### src/rtl/mips_mem_arbiter.sv
// mips_mem_arbiter: shares one memory port between instruction fetch and load/store.
// Each granted access holds the address on the memory port for MEM_LATENCY cycles. Write
// enables are asserted only in the last of those cycles. Read data and the memory
// exception are captured on that edge and returned in a one-cycle done pulse (RESP).
// Data requests normally win. Fetch is forced once STARVE_LIMIT data grants have been
// made while fetch was waiting.
//
// Ports:
//   clk, rst_b                            clock, async active-low reset
//   if_req/if_addr                        fetch request
//   if_rdata/if_done/if_excpt             fetch response
//   d_req/d_addr/d_wdata/d_we             data request (d_we==0 is a load)
//   d_rdata/d_done/d_excpt                data response
//   mem_addr/mem_data_in/mem_write_en     memory port outputs
//   mem_data_out/mem_excpt                memory port inputs
//   perf_if_grants/perf_d_grants/perf_conflicts
//                                         32-bit event counters, present only when
//                                         MIPS_MEM_ARB_PERF_EN is defined
module mips_mem_arbiter #(
    parameter int unsigned MEM_LATENCY  = 2,
    parameter int unsigned STARVE_LIMIT = 4
) (
    input  logic        clk,
    input  logic        rst_b,
    input  logic        if_req,
    input  logic [29:0] if_addr,
    output logic [31:0] if_rdata,
    output logic        if_done,
    output logic        if_excpt,
    input  logic        d_req,
    input  logic [29:0] d_addr,
    input  logic [31:0] d_wdata,
    input  logic [3:0]  d_we,
    output logic [31:0] d_rdata,
    output logic        d_done,
    output logic        d_excpt,
`ifdef MIPS_MEM_ARB_PERF_EN
    output logic [31:0] perf_if_grants,
    output logic [31:0] perf_d_grants,
    output logic [31:0] perf_conflicts,
`endif
    output logic [29:0] mem_addr,
    output logic [31:0] mem_data_in,
    output logic [3:0]  mem_write_en,
    input  logic [31:0] mem_data_out,
    input  logic        mem_excpt
);

    localparam int unsigned CW = (MEM_LATENCY > 1) ? $clog2(MEM_LATENCY) : 1;
    localparam int unsigned SW = $clog2(STARVE_LIMIT + 1);

    typedef enum logic [1:0] {StIdle, StAccess, StResp} state_t;

    state_t          state;
    logic [CW-1:0]   cnt;
    logic            owner_data;   // 1: data requester owns the current access
    logic [29:0]     addr_q;
    logic [31:0]     wdata_q;
    logic [3:0]      we_q;
    logic [SW-1:0]   starve_cnt;
    logic [31:0]     if_rdata_q;
    logic [31:0]     d_rdata_q;
    logic            excpt_q;
    logic            grant_fetch;
    logic            in_access;
    logic            last_access;

    // Fetch wins when data is idle, or when data has starved fetch long enough.
    assign grant_fetch = if_req && (!d_req || (starve_cnt == SW'(STARVE_LIMIT)));

    always_ff @(posedge clk or negedge rst_b) begin
        if (!rst_b) begin
            state      <= StIdle;
            cnt        <= '0;
            owner_data <= 1'b0;
            addr_q     <= '0;
            wdata_q    <= '0;
            we_q       <= '0;
            starve_cnt <= '0;
            if_rdata_q <= '0;
            d_rdata_q  <= '0;
            excpt_q    <= 1'b0;
        end else begin
            unique case (state)
                StIdle: begin
                    if (if_req || d_req) begin
                        state <= StAccess;
                        cnt   <= CW'(MEM_LATENCY - 1);
                        if (grant_fetch) begin
                            owner_data <= 1'b0;
                            addr_q     <= if_addr;
                            wdata_q    <= '0;
                            we_q       <= '0;
                            starve_cnt <= '0;
                        end else begin
                            owner_data <= 1'b1;
                            addr_q     <= d_addr;
                            wdata_q    <= d_wdata;
                            we_q       <= d_we;
                            if (if_req && (starve_cnt != SW'(STARVE_LIMIT))) begin
                                starve_cnt <= starve_cnt + SW'(1);
                            end
                        end
                    end
                end
                StAccess: begin
                    if (cnt != '0) begin
                        cnt <= cnt - CW'(1);
                    end else begin
                        excpt_q <= mem_excpt;
                        if (owner_data) d_rdata_q <= mem_data_out;
                        else            if_rdata_q <= mem_data_out;
                        state <= StResp;
                    end
                end
                StResp:  state <= StIdle;
                default: state <= StIdle;
            endcase
        end
    end

    assign in_access   = (state == StAccess);
    assign last_access = in_access && (cnt == '0);

    // Memory port is quiet outside ACCESS; reset forces the state to IDLE, so the
    // write enable drops together with rst_b.
    assign mem_addr     = in_access ? addr_q : '0;
    assign mem_data_in  = in_access ? wdata_q : '0;
    assign mem_write_en = last_access ? we_q : '0;

    assign if_done  = (state == StResp) && !owner_data;
    assign d_done   = (state == StResp) && owner_data;
    assign if_excpt = if_done && excpt_q;
    assign d_excpt  = d_done && excpt_q;
    assign if_rdata = if_rdata_q;
    assign d_rdata  = d_rdata_q;

`ifdef MIPS_MEM_ARB_PERF_EN
    always_ff @(posedge clk or negedge rst_b) begin
        if (!rst_b) begin
            perf_if_grants <= '0;
            perf_d_grants  <= '0;
            perf_conflicts <= '0;
        end else if (state == StIdle) begin
            if (grant_fetch)                perf_if_grants <= perf_if_grants + 32'd1;
            else if (d_req)                 perf_d_grants  <= perf_d_grants + 32'd1;
            if (if_req && d_req)            perf_conflicts <= perf_conflicts + 32'd1;
        end
    end
`endif

endmodule

### config.mk
export PLATFORM = sky130hd
export DESIGN_NAME = mips_mem_arbiter
export DESIGN_NICKNAME = d
export VERILOG_FILES = /design/src/rtl/mips_mem_arbiter.sv
export SDC_FILE = /design/constraint.sdc
export NUM_CORES = 1
export LEC_CHECK = 0
export BUFFER_PORTS_ARGS = -buffer_cell sky130_fd_sc_hd__buf_2
export CORE_AREA = 10 10 174 176
export DETAILED_ROUTE_END_ITERATION = 6
export DIE_AREA = 0 0 184 186
export PLACE_DENSITY = 0.46
export SLEW_MARGIN = 20
export SYNTH_ARGS = -nofsm -noshare
export SYNTH_HDL_FRONTEND = slang
export SYNTH_SLANG_ARGS = --single-unit
### constraint.sdc
create_clock -name clk -period 2.7 [get_ports clk]
set_clock_uncertainty 0.1 [all_clocks]
set_input_delay 0 -clock clk [delete_from_list [all_inputs] [get_ports clk]]
set_output_delay 0 -clock clk [all_outputs]
set_load 0.005 [all_outputs]
==> results of run 1 <==
what timing repair did:
item / CTS / global route
resized for setup: 0 / 0
buffers inserted: 0 / 0
hold buffers: 132 / 0
endpoints found under the hold margin: 205 / 0
power groups by stage:
stage          Combinational (mW)  Clock, mW  Sequential [mW]
6_report                     5.08       2.36             3.64
4_1_cts                      5.17       2.45             3.65
2_1_floorplan                2.86          0             3.58
5_1_grt                      5.59       2.55             3.78
3_5_place_dp                 4.64          0             3.66
3_3_place_gp                 4.59          0             3.69
final cells by class:
class	count	area share [%]
clock buffer	18	4.255
clock inverter	14	1.488
inverter	3	0.1116
multi-input combinational	353	27.51
sequential	138	34.23
tap	341	4.230
timing repair buffer	414	28.17
layer usage:
metal  vias to the layer above  share of wire [%]  global-route usage [%]
met1                      2852                 45                   17.20
met5                         -                  0                       0
met3                        18                7.9                   4.913
met2                       223                 45                   21.78
met4                         0                1.2                   3.474
li1                       2750                  -                       -
layout by cell type, fill, tap and decap left out, types with 2 or more instances in the layout:
cell and instances:
buf_2 265, dfrtp_1 138, dlygate4sd3_1 132, and2_1 68, nand3_1 66, mux2_4 50, o2bb2ai_1 36, o21ai_0 35
nand4_1 31, o211ai_1 30, clkbuf_16 17, mux2_2 16, buf_4 11, buf_12 5, inv_8 4, inv_6 4
inv_1 3, nand2_1 3, clkinvlp_4 3, nor3b_1 2, or2_2 2, and2_2 2, ha_1 2, clkinv_4 2
worst register-to-register path: stages (launching register included):
cell and delay (ns):
dfrtp_1 0.38, inv_1 0.08, ha_1 0.17, a21bo_2 0.15
and2_2 0.42, buf_12 0.30, o211ai_1 0.17, dlygate4sd3_1 0.58
registers in the layout (all words and copies together), names as in the netlist:
signal,count
cnt,1
starve_cnt,3
d_rdata,32
if_rdata,32
state,2
excpt_q,1
wdata_q,32
addr_q,30
owner_data,1
we_q,4
through the flow:
stage	utilization (%)	std cells	cell area (um^2)	worst slack, ns
4_1_cts	37.74	1281	10090	0.2373
3_5_place_dp	30.63	1117	8187	0.5444
6_report	37.74	1281	10090	0.2441
5_1_grt	37.74	1281	10090	0.09722
3_3_place_gp	30.63	1117	8187	0.6291
2_1_floorplan	-	552	6570	1.016
kinds of logic (layout without fill, tap and decap cells):
| kind of cell | Yosys count | after routing | synth area share, % |
|---|---|---|---|
| and+or+nand+nor | 182 | 182 | 16.23 |
| muxes | 66 | 66 | 14.17 |
| DFF | 138 | 138 | 52.56 |
| buffers and inverters | 61 | 449 | 5.485 |
| adders and majority gates | 2 | 2 | 0.3808 |
| AOI/OAI and AO/OA | 103 | 103 | 11.18 |
path summary, 6_finish.rpt:
kind | startpoint | end | slack [ns]
worst min register to register | wdata_q[28]$_DFFE_PN0P_ | wdata_q[28]$_DFFE_PN0P_ | 0.38
worst min-delay path | rst_b | d_rdata[22]$_DFFE_PN0P_ | 0.09
max in group asynchronous | rst_b | wdata_q[30]$_DFFE_PN0P_ | 1.58
worst max-delay path | starve_cnt[0]$_DFFE_PN0P_ | addr_q[4]$_DFFE_PN0P_ | 0.24
worst max register to register | starve_cnt[0]$_DFFE_PN0P_ | addr_q[4]$_DFFE_PN0P_ | 0.24
min in group clk | mem_data_out[5] | if_rdata[5]$_DFFE_PN0P_ | 0.26
==> metrics.txt, run 1 <==
# TYPE chip_impl_metric gauge
chip_impl_info{name="cpLargestDelayFamily",value="buffers and inverters"} 1
chip_impl_info{name="synth_top_cells_by_count",value="138 x dfrtp_1, 70 x and2_1, 66 x nand3_1"} 1
chip_impl_metric{name="timing.slew.headroom",unit="%"} 48.38
chip_impl_info{name="critical_path.cell_chain",value="inv_1 > ha_1 > a21bo_2 > and2_2 > buf_12 > o211ai_1 > dlygate4sd3_1"} 1
chip_impl_metric{name="nFillCells",unit=""} 2665
chip_impl_metric{name="buffer_ports.inserted",unit=""} 266
chip_impl_metric{name="ys_async_sr_fraction",unit="%"} 100.0
chip_impl_metric{name="multi_input_area",unit="um^2"} 2775
chip_impl_info{name="yosysMostFrequentCell",value="dfrtp_1"} 1
chip_impl_metric{name="yosys.cell_types.count",unit=""} 30
chip_impl_info{name="crit_path_start_kind",value="flip-flop"} 1
chip_impl_metric{name="combinational_power_share",unit="%"} 45.9
chip_impl_metric{name="groute.usage.overall",unit="%"} 13.68
chip_impl_metric{name="p_per_area",unit="nW/um^2"} 1099
chip_impl_metric{name="clk_latency",unit="ns"} 0.42
chip_impl_metric{name="max_freq",unit="MHz"} 407.2
chip_impl_info{name="synthTopCellsByArea",value="dfrtp_1 53%, mux2_4 11%, and2_1 6.7%, nand3_1 5.0%, o2bb2ai_1 4.8%"} 1
chip_impl_metric{name="width_of_the_die",unit="um"} 184
chip_impl_metric{name="avg_inst_size_synth",unit="um^2"} 11.90
chip_impl_metric{name="total_of_max_cap_violations",unit=""} 0
chip_impl_metric{name="timing.final.crit_share",unit="%"} 90.96
chip_impl_metric{name="first_pass_iteration_count_of_the_detailed_router",unit=""} 4
chip_impl_metric{name="critical_path_required",unit="ns"} 2.90
chip_impl_info{name="synth_flop_cell",value="dfrtp_1"} 1
chip_impl_metric{name="cts.path.max_buffers",unit=""} 2
chip_impl_metric{name="layout-drive-gt1-share",unit="%"} 41.60
chip_impl_metric{name="die_height",unit="um"} 186
chip_impl_metric{name="sw_frac_of_total",unit="%"} 35.28
chip_impl_metric{name="cellInternalPower",unit="mW"} 7.173
chip_impl_metric{name="ys_warn_count",unit=""} 0
chip_impl_metric{name="flow.area_growth_from_synthesis",unit="%"} 53.53
chip_impl_metric{name="clock_power_share",unit="%"} 21.3
chip_impl_metric{name="ys_seq_area_share",unit="%"} 52.56
chip_impl_metric{name="place_congestion",unit=""} 0.7227
chip_impl_metric{name="finish.net_count",unit=""} 1062
chip_impl_metric{name="cts_max_level",unit=""} 4
chip_impl_info{name="hold_path_class",value="input pin to async pin"} 1
chip_impl_metric{name="io_pins",unit=""} 267
chip_impl_metric{name="n_antenna_cell",unit=""} 0
chip_impl_metric{name="grt_pass1_vias",unit=""} 6527
chip_impl_metric{name="static-leakage-power",unit="nW"} 4.707
chip_impl_metric{name="path_max_fanout",unit=""} 50
chip_impl_metric{name="cts.sinks",unit=""} 138
chip_impl_metric{name="cp.buffers_inverters",unit=""} 3
chip_impl_metric{name="detail_route.wirelength",unit="mm"} 23.73
chip_impl_info{name="critPathCaptureType",value="flip-flop"} 1
chip_impl_info{name="cts_root_buffer",value="clkbuf_16"} 1
chip_impl_metric{name="vdd_ir_max",unit="uV"} 376.2
chip_impl_metric{name="drc",unit=""} 0
chip_impl_metric{name="power.total",unit="mW"} 11.08
chip_impl_metric{name="final_hold_viol_count",unit=""} 0
chip_impl_metric{name="synth.ff_latch_count",unit=""} 138
chip_impl_metric{name="seqCellArea",unit="um^2"} 3453
chip_impl_metric{name="grt_first_pass_wirelength",unit="mm"} 37.17
chip_impl_metric{name="row_count",unit=""} 60
chip_impl_metric{name="netlist.area_leader.share",unit="%"} 52.56
chip_impl_metric{name="slew_violations",unit=""} 0
chip_impl_metric{name="layout_min_cycle_time",unit="ns"} 2.456
chip_impl_metric{name="setup_total_negative_slack",unit="ns"} 0
chip_impl_metric{name="vias",unit=""} 5843
chip_impl_metric{name="tritoncts.num_buffers",unit=""} 17
chip_impl_metric{name="hpwlAfterDp",unit="mm"} 15.44
chip_impl_metric{name="initial_antenna_violation_count",unit=""} 0
chip_impl_metric{name="timing.reg2reg.worst_path_depth",unit=""} 7
chip_impl_metric{name="tightest_slew",unit="ns"} 0.7744
chip_impl_metric{name="initial_core_util",unit="%"} 24.58
chip_impl_metric{name="globalRoute.totalOverflow",unit=""} 0
chip_impl_metric{name="grt_max_degree",unit=""} 75
chip_impl_info{name="outcome",value="completed"} 1
chip_impl_metric{name="synth_edf_count",unit=""} 0
chip_impl_metric{name="route.detailed.wl_per_inst",unit="um"} 18.53
chip_impl_metric{name="synth_nets",unit=""} 687
chip_impl_metric{name="slowest_delay",unit="ns"} 0.58
chip_impl_metric{name="drtAntennaViolNets",unit=""} 0
chip_impl_info{name="rsz0062_at_grt",value="no"} 1
chip_impl_metric{name="arrival",unit="ns"} 2.66
chip_impl_metric{name="design.core.area",unit="um^2"} 26730
chip_impl_metric{name="path_clk_slew",unit="ns"} 0.07
chip_impl_metric{name="die-area",unit="um^2"} 34220
chip_impl_info{name="clock_tree_from_tritoncts",value="done"} 1
chip_impl_metric{name="synthesis.instances",unit=""} 552
chip_impl_metric{name="setup_viol_count_final",unit=""} 0
chip_impl_metric{name="power.share.sequential",unit="%"} 32.9
chip_impl_info{name="synth_top_area_cell",value="dfrtp_1"} 1
chip_impl_metric{name="hold_ws",unit="ns"} 0.08870
chip_impl_metric{name="critical_path_depth",unit=""} 7
chip_impl_info{name="worstSetupPathType",value="flip-flop to flip-flop"} 1
chip_impl_metric{name="first_iter_violations",unit=""} 267
chip_impl_metric{name="synth_area",unit="um^2"} 6570
chip_impl_metric{name="post_drt_via_cell_ratio",unit=""} 4.561
chip_impl_metric{name="net-switching-power",unit="mW"} 3.910
chip_impl_info{name="crit_path_top_delay_cell",value="dlygate4sd3_1"} 1
(Power assumes the default switching activity.)
==> inputs of run 2 (changes only) <==
--- a/config.mk
+++ b/config.mk
@@ -6,10 +6,10 @@
 export NUM_CORES = 1
 export LEC_CHECK = 0
 export BUFFER_PORTS_ARGS = -buffer_cell sky130_fd_sc_hd__buf_2
-export CORE_AREA = 10 10 174 176
+export CORE_AREA = 10 10 157 101
 export DETAILED_ROUTE_END_ITERATION = 6
-export DIE_AREA = 0 0 184 186
-export PLACE_DENSITY = 0.46
+export DIE_AREA = 0 0 167 111
+export PLACE_DENSITY = 0.84
 export SLEW_MARGIN = 20
 export SYNTH_ARGS = -nofsm -noshare
 export SYNTH_HDL_FRONTEND = slang
==> run 2 against run 1 <==
  * Non-clock buffer count is the same
  * Hold slack lost 0.028 ns
  * Sequential share of layout area grew 0.31 points
  * Clock-buffer cell count grew 1
  * Global-route usage grew 12 points
  * Core utilization grew 38 points
  * Critical path type unchanged
==> metrics.txt, run 2 (synthesized netlist as in run 1, its figures left out) <==
# TYPE chip_impl_metric gauge
chip_impl_info{name="cpLargestDelayFamily",value="buffers and inverters"} 1
chip_impl_metric{name="initial_core_util",unit="%"} 49.88
chip_impl_info{name="worst_r2r_endpoint",value="addr_q[23]$_DFFE_PN0P_"} 1
chip_impl_info{name="worstSetupPathType",value="flip-flop to flip-flop"} 1
chip_impl_info{name="cp-startpoint",value="state[1]$_DFFE_PN0P_"} 1
chip_impl_metric{name="width_of_the_die",unit="um"} 167
chip_impl_metric{name="timing.final.crit_share",unit="%"} 92.53
chip_impl_metric{name="final_hold_viol_count",unit=""} 0
chip_impl_metric{name="die_height",unit="um"} 111
chip_impl_metric{name="path_max_fanout",unit=""} 77
chip_impl_metric{name="rrSetupSlack",unit="ns"} 0.20
chip_impl_metric{name="post_drt_via_cell_ratio",unit=""} 5.627
chip_impl_metric{name="net-switching-power",unit="mW"} 3.989
chip_impl_metric{name="slew_violations",unit=""} 0
chip_impl_metric{name="finish.net_count",unit=""} 1062
chip_impl_metric{name="static-leakage-power",unit="nW"} 4.764
chip_impl_info{name="rsz0062_at_grt",value="no"} 1
chip_impl_metric{name="setup_viol_count_final",unit=""} 0
chip_impl_metric{name="clock_power_share",unit="%"} 23.7
chip_impl_metric{name="design.core.area",unit="um^2"} 13170
chip_impl_metric{name="slowest_delay",unit="ns"} 0.63
chip_impl_metric{name="grt_pass1_vias",unit=""} 6731
chip_impl_metric{name="layout-drive-gt1-share",unit="%"} 41.38
chip_impl_metric{name="placed_cells_incl_taps",unit=""} 950
chip_impl_metric{name="critical_path_required",unit="ns"} 2.94
chip_impl_info{name="cts_root_buffer",value="clkbuf_16"} 1
chip_impl_info{name="critPathCaptureType",value="flip-flop"} 1
chip_impl_metric{name="post-cts-setup-buffer-count",unit=""} 0
chip_impl_metric{name="timing.reg2reg.worst_path_depth",unit=""} 5
chip_impl_metric{name="critical_path_depth",unit=""} 5
chip_impl_metric{name="cts.path.max_buffers",unit=""} 2
chip_impl_metric{name="row_count",unit=""} 33
chip_impl_metric{name="place_congestion",unit=""} 0.7610
chip_impl_metric{name="vias",unit=""} 6285
chip_impl_metric{name="first_pass_iteration_count_of_the_detailed_router",unit=""} 5
chip_impl_metric{name="arrival",unit="ns"} 2.74
chip_impl_metric{name="vdd_ir_max",unit="uV"} 789.7
chip_impl_metric{name="multi_input_area",unit="um^2"} 2776
chip_impl_metric{name="drtAntennaViolNets",unit=""} 0
chip_impl_info{name="hold_path_class",value="input pin to async pin"} 1
chip_impl_metric{name="p_per_area",unit="nW/um^2"} 1166
chip_impl_metric{name="path_clk_slew",unit="ns"} 0.06
chip_impl_info{name="crit_path_start_kind",value="flip-flop"} 1
chip_impl_metric{name="first_iter_violations",unit=""} 728
chip_impl_metric{name="detail_route.wirelength",unit="mm"} 24.31
chip_impl_metric{name="drc",unit=""} 0
chip_impl_metric{name="grt_max_degree",unit=""} 78
chip_impl_metric{name="tightest_slew",unit="ns"} 0.7738
chip_impl_info{name="layout.cells.most_common",value="buf_2"} 1
chip_impl_metric{name="setup_total_negative_slack",unit="ns"} 0
chip_impl_metric{name="layout_min_cycle_time",unit="ns"} 2.498
chip_impl_metric{name="globalRoute.totalOverflow",unit=""} 0
chip_impl_metric{name="sw_frac_of_total",unit="%"} 34.22
chip_impl_metric{name="seqCellArea",unit="um^2"} 3453
chip_impl_metric{name="postPlaceCellArea",unit="um^2"} 7959
chip_impl_info{name="crit_path_top_delay_cell",value="buf_4"} 1
chip_impl_metric{name="finalInstanceArea",unit="um^2"} 9996
chip_impl_metric{name="timing.slew.headroom",unit="%"} 48.42
chip_impl_metric{name="cellInternalPower",unit="mW"} 7.667
chip_impl_metric{name="hpwlAfterDp",unit="mm"} 14.26
chip_impl_info{name="clock_tree_from_tritoncts",value="done"} 1
chip_impl_metric{name="layoutNonFillerInstCount",unit=""} 1117
chip_impl_metric{name="hold_ws",unit="ns"} 0.06020
chip_impl_metric{name="total_of_max_cap_violations",unit=""} 0
chip_impl_metric{name="max_freq",unit="MHz"} 400.3
chip_impl_metric{name="initial_antenna_violation_count",unit=""} 2
chip_impl_metric{name="tritoncts.num_buffers",unit=""} 17
chip_impl_metric{name="die-area",unit="um^2"} 18540
chip_impl_metric{name="combinational_power_share",unit="%"} 43.9
chip_impl_metric{name="cts.sinks",unit=""} 138
chip_impl_metric{name="route.detailed.wl_per_inst",unit="um"} 21.76
chip_impl_metric{name="clk_latency",unit="ns"} 0.41
chip_impl_metric{name="buffer_ports.inserted",unit=""} 266
chip_impl_metric{name="io_pins",unit=""} 267
chip_impl_info{name="reg_to_reg_critical_path_startpoint",value="state[1]$_DFFE_PN0P_"} 1
chip_impl_info{name="outcome",value="completed"} 1
chip_impl_metric{name="power.share.sequential",unit="%"} 32.4
chip_impl_metric{name="cts_max_level",unit=""} 4
chip_impl_metric{name="cp.buffers_inverters",unit=""} 2
chip_impl_metric{name="nFillCells",unit=""} 784
chip_impl_info{name="critical_path.cell_chain",value="nor2_4 > buf_4 > nand3_1 > o211ai_1 > dlygate4sd3_1"} 1
chip_impl_metric{name="grt_first_pass_wirelength",unit="mm"} 38.82
chip_impl_info{name="layout_common_cells",value="265 x buf_2, 138 x dfrtp_1, 133 x dlygate4sd3_1, 68 x and2_1, 66 x nand3_1"} 1
chip_impl_metric{name="groute.usage.overall",unit="%"} 25.72
chip_impl_metric{name="flow.area_growth_from_synthesis",unit="%"} 52.14
## run 2: cell types whose count changed in the layout (fill, tap and decap cells not counted), sizes merged
| cell | previous run | this run |
|---|---|---|
| inv | 11 | 6 |
| bufinv | 1 | 7 |
| clkbuf | 18 | 19 |
| buf | 282 | 281 |
| diode | 0 | 2 |
| dlygate4sd3 | 132 | 133 |
| clkinvlp | 3 | 0 |
| clkinv | 2 | 3 |
## run 2: what timing repair did
action / in CTS / in global routing
setup endpoints to repair: 0 / 3
gates resized for setup: 0 / 2
endpoints found under the hold margin: 203 / 0
hold buffers: 133 / 0
## run 2: worst register-to-register path: cells and delay by family (launching register included)
kind / cells / cell delay (ns)
AND/OR/NAND/NOR: 2 / 0.39
buffers and inverters: 2 / 1.23
flip-flops: 1 / 0.50
AO/OA/AOI/OAI: 1 / 0.23
## run 2: how the worst max path moves through the flow
stage	slack [ns]	to
6_report	0.20	addr_q[23]$_DFFE_PN0P_
5_1_grt	0.08	addr_q[26]$_DFFE_PN0P_
4_1_cts	0.02	addr_q[26]$_DFFE_PN0P_
3_5_place_dp	0.56	addr_q[26]$_DFFE_PN0P_
3_3_place_gp	0.60	addr_q[1]$_DFFE_PN0P_
2_1_floorplan	1.02	wdata_q[0]$_DFFE_PN0P_
## run 2: area by class of cell
cell class	count	share of cell area, %
Sequential cell	138	34.55
Timing Repair Buffer	414	28.36
Multi-Input combinational cell	353	27.78
Clock buffer	19	4.331
Clock inverter	13	2.629
Tap cell	175	2.191
Inverter	3	0.1127
Antenna cell	2	0.05007
## run 2: per-stage QoR
step	setup slack, ns	total power, mW	util [%]
6_report	0.2017	11.66	75.89
5_1_grt	0.07633	12.29	75.89
4_1_cts	0.02190	11.47	75.81
3_5_place_dp	0.5610	8.157	60.43
3_3_place_gp	0.6021	7.995	60.43
2_1_floorplan	1.016	6.443	-
## run 2: power by group through the flow
stage / logic [mW] / clock network, mW / registers, mW
5_1_grt: 5.54 / 2.88 / 3.87
3_5_place_dp: 4.46 / 0 / 3.69
3_3_place_gp: 4.33 / 0 / 3.66
4_1_cts: 4.97 / 2.80 / 3.69
2_1_floorplan: 2.86 / 0 / 3.58
6_report: 5.11 / 2.77 / 3.77
## run 2: per-layer routing
| metal | share of wire, % | GRT usage [%] | wire length (um) |
|---|---|---|---|
| met5 | 0 | 0 | 0 |
| met4 | 1.6 | 7.172 | 383 |
| met3 | 11 | 9.384 | 2646 |
| met2 | 48 | 41.42 | 11640 |
| met1 | 40 | 31.86 | 9642 |
==> inputs of run 3 (changes only) <==
--- a/config.mk
+++ b/config.mk
@@ -10,6 +10,7 @@
 export DETAILED_ROUTE_END_ITERATION = 6
 export DIE_AREA = 0 0 167 111
 export PLACE_DENSITY = 0.84
+export RECOVER_POWER = 25
 export SLEW_MARGIN = 20
 export SYNTH_ARGS = -nofsm -noshare
 export SYNTH_HDL_FRONTEND = slang
==> run 3 against run 2 <==
  * The run now ends with capacitance limit, slew limit left
  * First-iteration DRC count down 5.1%
  * Core utilization shrank 0.33 points
  * Die area unchanged
  * Via count grew 0.29%
  * Combinational power fell by 1%
  * Setup slack improved by 0.0044 ns
  * Wire length increased by 0.13%
  * Cell count did not move
  * Total power fell by 0.40%
  * Fmax up 0.18%
  * Largest cell class unchanged
==> metrics.txt, run 3 (synthesized netlist as in run 1, its figures left out) <==
# TYPE chip_impl_metric gauge
chip_impl_metric{name="route.detailed.wl_per_inst",unit="um"} 21.79
chip_impl_metric{name="detail_route.wirelength",unit="mm"} 24.34
chip_impl_info{name="outcome",value="finished, violations left"} 1
chip_impl_metric{name="initial_core_util",unit="%"} 49.88
chip_impl_metric{name="critical_path_required",unit="ns"} 2.95
chip_impl_metric{name="design.core.area",unit="um^2"} 13170
chip_impl_metric{name="final_hold_viol_count",unit=""} 0
chip_impl_metric{name="drc",unit=""} 0
chip_impl_metric{name="path_clk_slew",unit="ns"} 0.06
chip_impl_metric{name="die-area",unit="um^2"} 18540
chip_impl_metric{name="vias",unit=""} 6303
chip_impl_metric{name="buffer_ports.inserted",unit=""} 266
chip_impl_info{name="failing_checks",value="capacitance limit, slew limit"} 1
chip_impl_info{name="critPathCaptureType",value="flip-flop"} 1
chip_impl_info{name="crit_path_start_kind",value="flip-flop"} 1
chip_impl_metric{name="path_max_fanout",unit=""} 77
chip_impl_metric{name="multi_input_area",unit="um^2"} 2776
chip_impl_metric{name="globalRoute.totalOverflow",unit=""} 0
chip_impl_metric{name="grt_first_pass_wirelength",unit="mm"} 38.82
chip_impl_metric{name="tritoncts.num_buffers",unit=""} 17
chip_impl_metric{name="max_freq",unit="MHz"} 401.0
chip_impl_info{name="rsz0062_at_grt",value="no"} 1
chip_impl_metric{name="hpwlAfterDp",unit="mm"} 14.26
chip_impl_metric{name="final_critical_path_setup_slack",unit="ns"} 0.2061
chip_impl_metric{name="die_height",unit="um"} 111
chip_impl_metric{name="row_count",unit=""} 33
chip_impl_info{name="cts_root_buffer",value="clkbuf_16"} 1
chip_impl_metric{name="nFillCells",unit=""} 806
chip_impl_metric{name="p_per_area",unit="nW/um^2"} 1167
chip_impl_metric{name="postPlaceCellArea",unit="um^2"} 7959
chip_impl_info{name="worstSetupPathType",value="flip-flop to flip-flop"} 1
chip_impl_info{name="clock_tree_from_tritoncts",value="done"} 1
chip_impl_metric{name="layout-drive-gt1-share",unit="%"} 38.19
chip_impl_metric{name="slowest_delay",unit="ns"} 0.63
chip_impl_metric{name="arrival",unit="ns"} 2.74
chip_impl_info{name="hold_path_class",value="input pin to flip-flop"} 1
chip_impl_metric{name="finalInstanceArea",unit="um^2"} 9952
chip_impl_metric{name="flow.area_growth_from_synthesis",unit="%"} 51.48
chip_impl_metric{name="slew_violations",unit=""} 73
chip_impl_metric{name="grt_pass1_vias",unit=""} 6731
chip_impl_metric{name="grt_max_degree",unit=""} 78
chip_impl_metric{name="io_pins",unit=""} 267
chip_impl_metric{name="cts_max_level",unit=""} 4
chip_impl_metric{name="drtAntennaViolNets",unit=""} 0
chip_impl_metric{name="placed_cells_incl_taps",unit=""} 950
chip_impl_metric{name="place_congestion",unit=""} 0.7610
chip_impl_metric{name="tightest_slew",unit="ns"} 1.860
chip_impl_metric{name="post_drt_via_cell_ratio",unit=""} 5.643
chip_impl_metric{name="first_iter_violations",unit=""} 691
chip_impl_metric{name="cts.sinks",unit=""} 138
chip_impl_info{name="layout_common_cells",value="235 x buf_2, 138 x dfrtp_1, 133 x dlygate4sd3_1, 68 x and2_1, 66 x nand3_1"} 1
chip_impl_metric{name="setup_total_negative_slack",unit="ns"} 0
chip_impl_metric{name="timing.final.crit_share",unit="%"} 92.37
chip_impl_metric{name="static-leakage-power",unit="nW"} 4.676
chip_impl_metric{name="total_of_max_cap_violations",unit=""} 1
chip_impl_metric{name="setup_viol_count_final",unit=""} 0
chip_impl_metric{name="width_of_the_die",unit="um"} 167
chip_impl_metric{name="first_pass_iteration_count_of_the_detailed_router",unit=""} 7
chip_impl_metric{name="layoutNonFillerInstCount",unit=""} 1117
chip_impl_metric{name="cp.buffers_inverters",unit=""} 2
chip_impl_metric{name="groute.usage.overall",unit="%"} 25.72
chip_impl_metric{name="layout_min_cycle_time",unit="ns"} 2.494
chip_impl_metric{name="post-place-ws",unit="ns"} 0.5610
chip_impl_info{name="crit_path_top_delay_cell",value="buf_4"} 1
chip_impl_metric{name="layout.core_utilization",unit="%"} 75.56
chip_impl_metric{name="initial_antenna_violation_count",unit=""} 2
chip_impl_info{name="layout.cells.most_common",value="buf_2"} 1
chip_impl_metric{name="vdd_ir_max",unit="uV"} 787.9
chip_impl_metric{name="seqCellArea",unit="um^2"} 3453
chip_impl_metric{name="finish.net_count",unit=""} 1062
chip_impl_info{name="critical_path.cell_chain",value="nor2_4 > buf_4 > nand3_1 > o211ai_1 > dlygate4sd3_1"} 1
chip_impl_metric{name="clk_latency",unit="ns"} 0.41
chip_impl_info{name="cpLargestDelayFamily",value="buffers and inverters"} 1
chip_impl_metric{name="timing.slew.headroom",unit="%"} -23.97
chip_impl_metric{name="cts.path.max_buffers",unit=""} 2
run 3: worst paths after layout:
kind                            depth (start not counted)                         to  slack, ns            startpoint
worst min register to register                          1        we_q[2]$_DFFE_PN0P_       0.38   we_q[2]$_DFFE_PN0P_
worst min-delay path                                    3  starve_cnt[0]$_DFFE_PN0P_       0.11                if_req
min in group asynchronous                               2    d_rdata[25]$_DFFE_PN0P_       0.53                 rst_b
worst max-delay path                                    5     addr_q[23]$_DFFE_PN0P_       0.21  state[1]$_DFFE_PN0P_
worst max register to register                          5     addr_q[23]$_DFFE_PN0P_       0.21  state[1]$_DFFE_PN0P_
max in group asynchronous                               3    wdata_q[25]$_DFFE_PN0P_       0.80                 rst_b
run 3: power breakdown:
| group | internal, mW | total [mW] | switching [mW] | leakage [nW] |
|---|---|---|---|---|
| Sequential | 3.10 | 3.79 | 0.693 | 1.68 |
| Combinational | 2.67 | 5.05 | 2.38 | 2.66 |
| Clock | 1.84 | 2.77 | 0.927 | 0.337 |
| Total | 7.61 | 11.6 | 4.00 | 4.68 |
run 3: final cells by class:
type | count | area share [%]
Antenna cell | 2 | 0.05029
Clock buffer | 19 | 4.350
Clock inverter | 13 | 2.640
Inverter | 3 | 0.1132
Multi-Input combinational cell | 353 | 27.90
Sequential cell | 138 | 34.70
Tap cell | 175 | 2.200
Timing Repair Buffer | 414 | 28.05
run 3: per-stage QoR:
stage	hold WS, ns	total power, mW
6_report	0.1054	11.61
5_1_grt	0.1101	12.24
4_1_cts	0.08608	11.47
3_5_place_dp	-0.03377	8.157
3_3_place_gp	-0.04334	7.995
2_1_floorplan	-0.3956	6.443
run 3: worst register-to-register path, delay by kind of cell (launching register included):
| kind | cells | cell delay, ns |
|---|---|---|
| buffers and inverters | 2 | 1.23 |
| AND/OR/NAND/NOR | 2 | 0.38 |
| AO/OA/AOI/OAI | 1 | 0.23 |
| flip-flops | 1 | 0.50 |
run 3: what timing repair did:
item,4_1_cts,5_1_grt
hold buffers,133,0
endpoints found under the setup margin,0,3
hold endpoints to repair,203,0
resized for setup,0,2
setup buffers,0,0
run 3: routing by layer:
layer / track usage, % / vias up / part of all wire (%) / wire length [um]
met1: 31.86 / 3072 / 40 / 9621
li1: - / 2753 / - / -
met5: 0 / - / 0 / 0
met3: 9.384 / 42 / 11 / 2618
met2: 41.42 / 436 / 48 / 11670
met4: 7.172 / 0 / 1.8 / 433
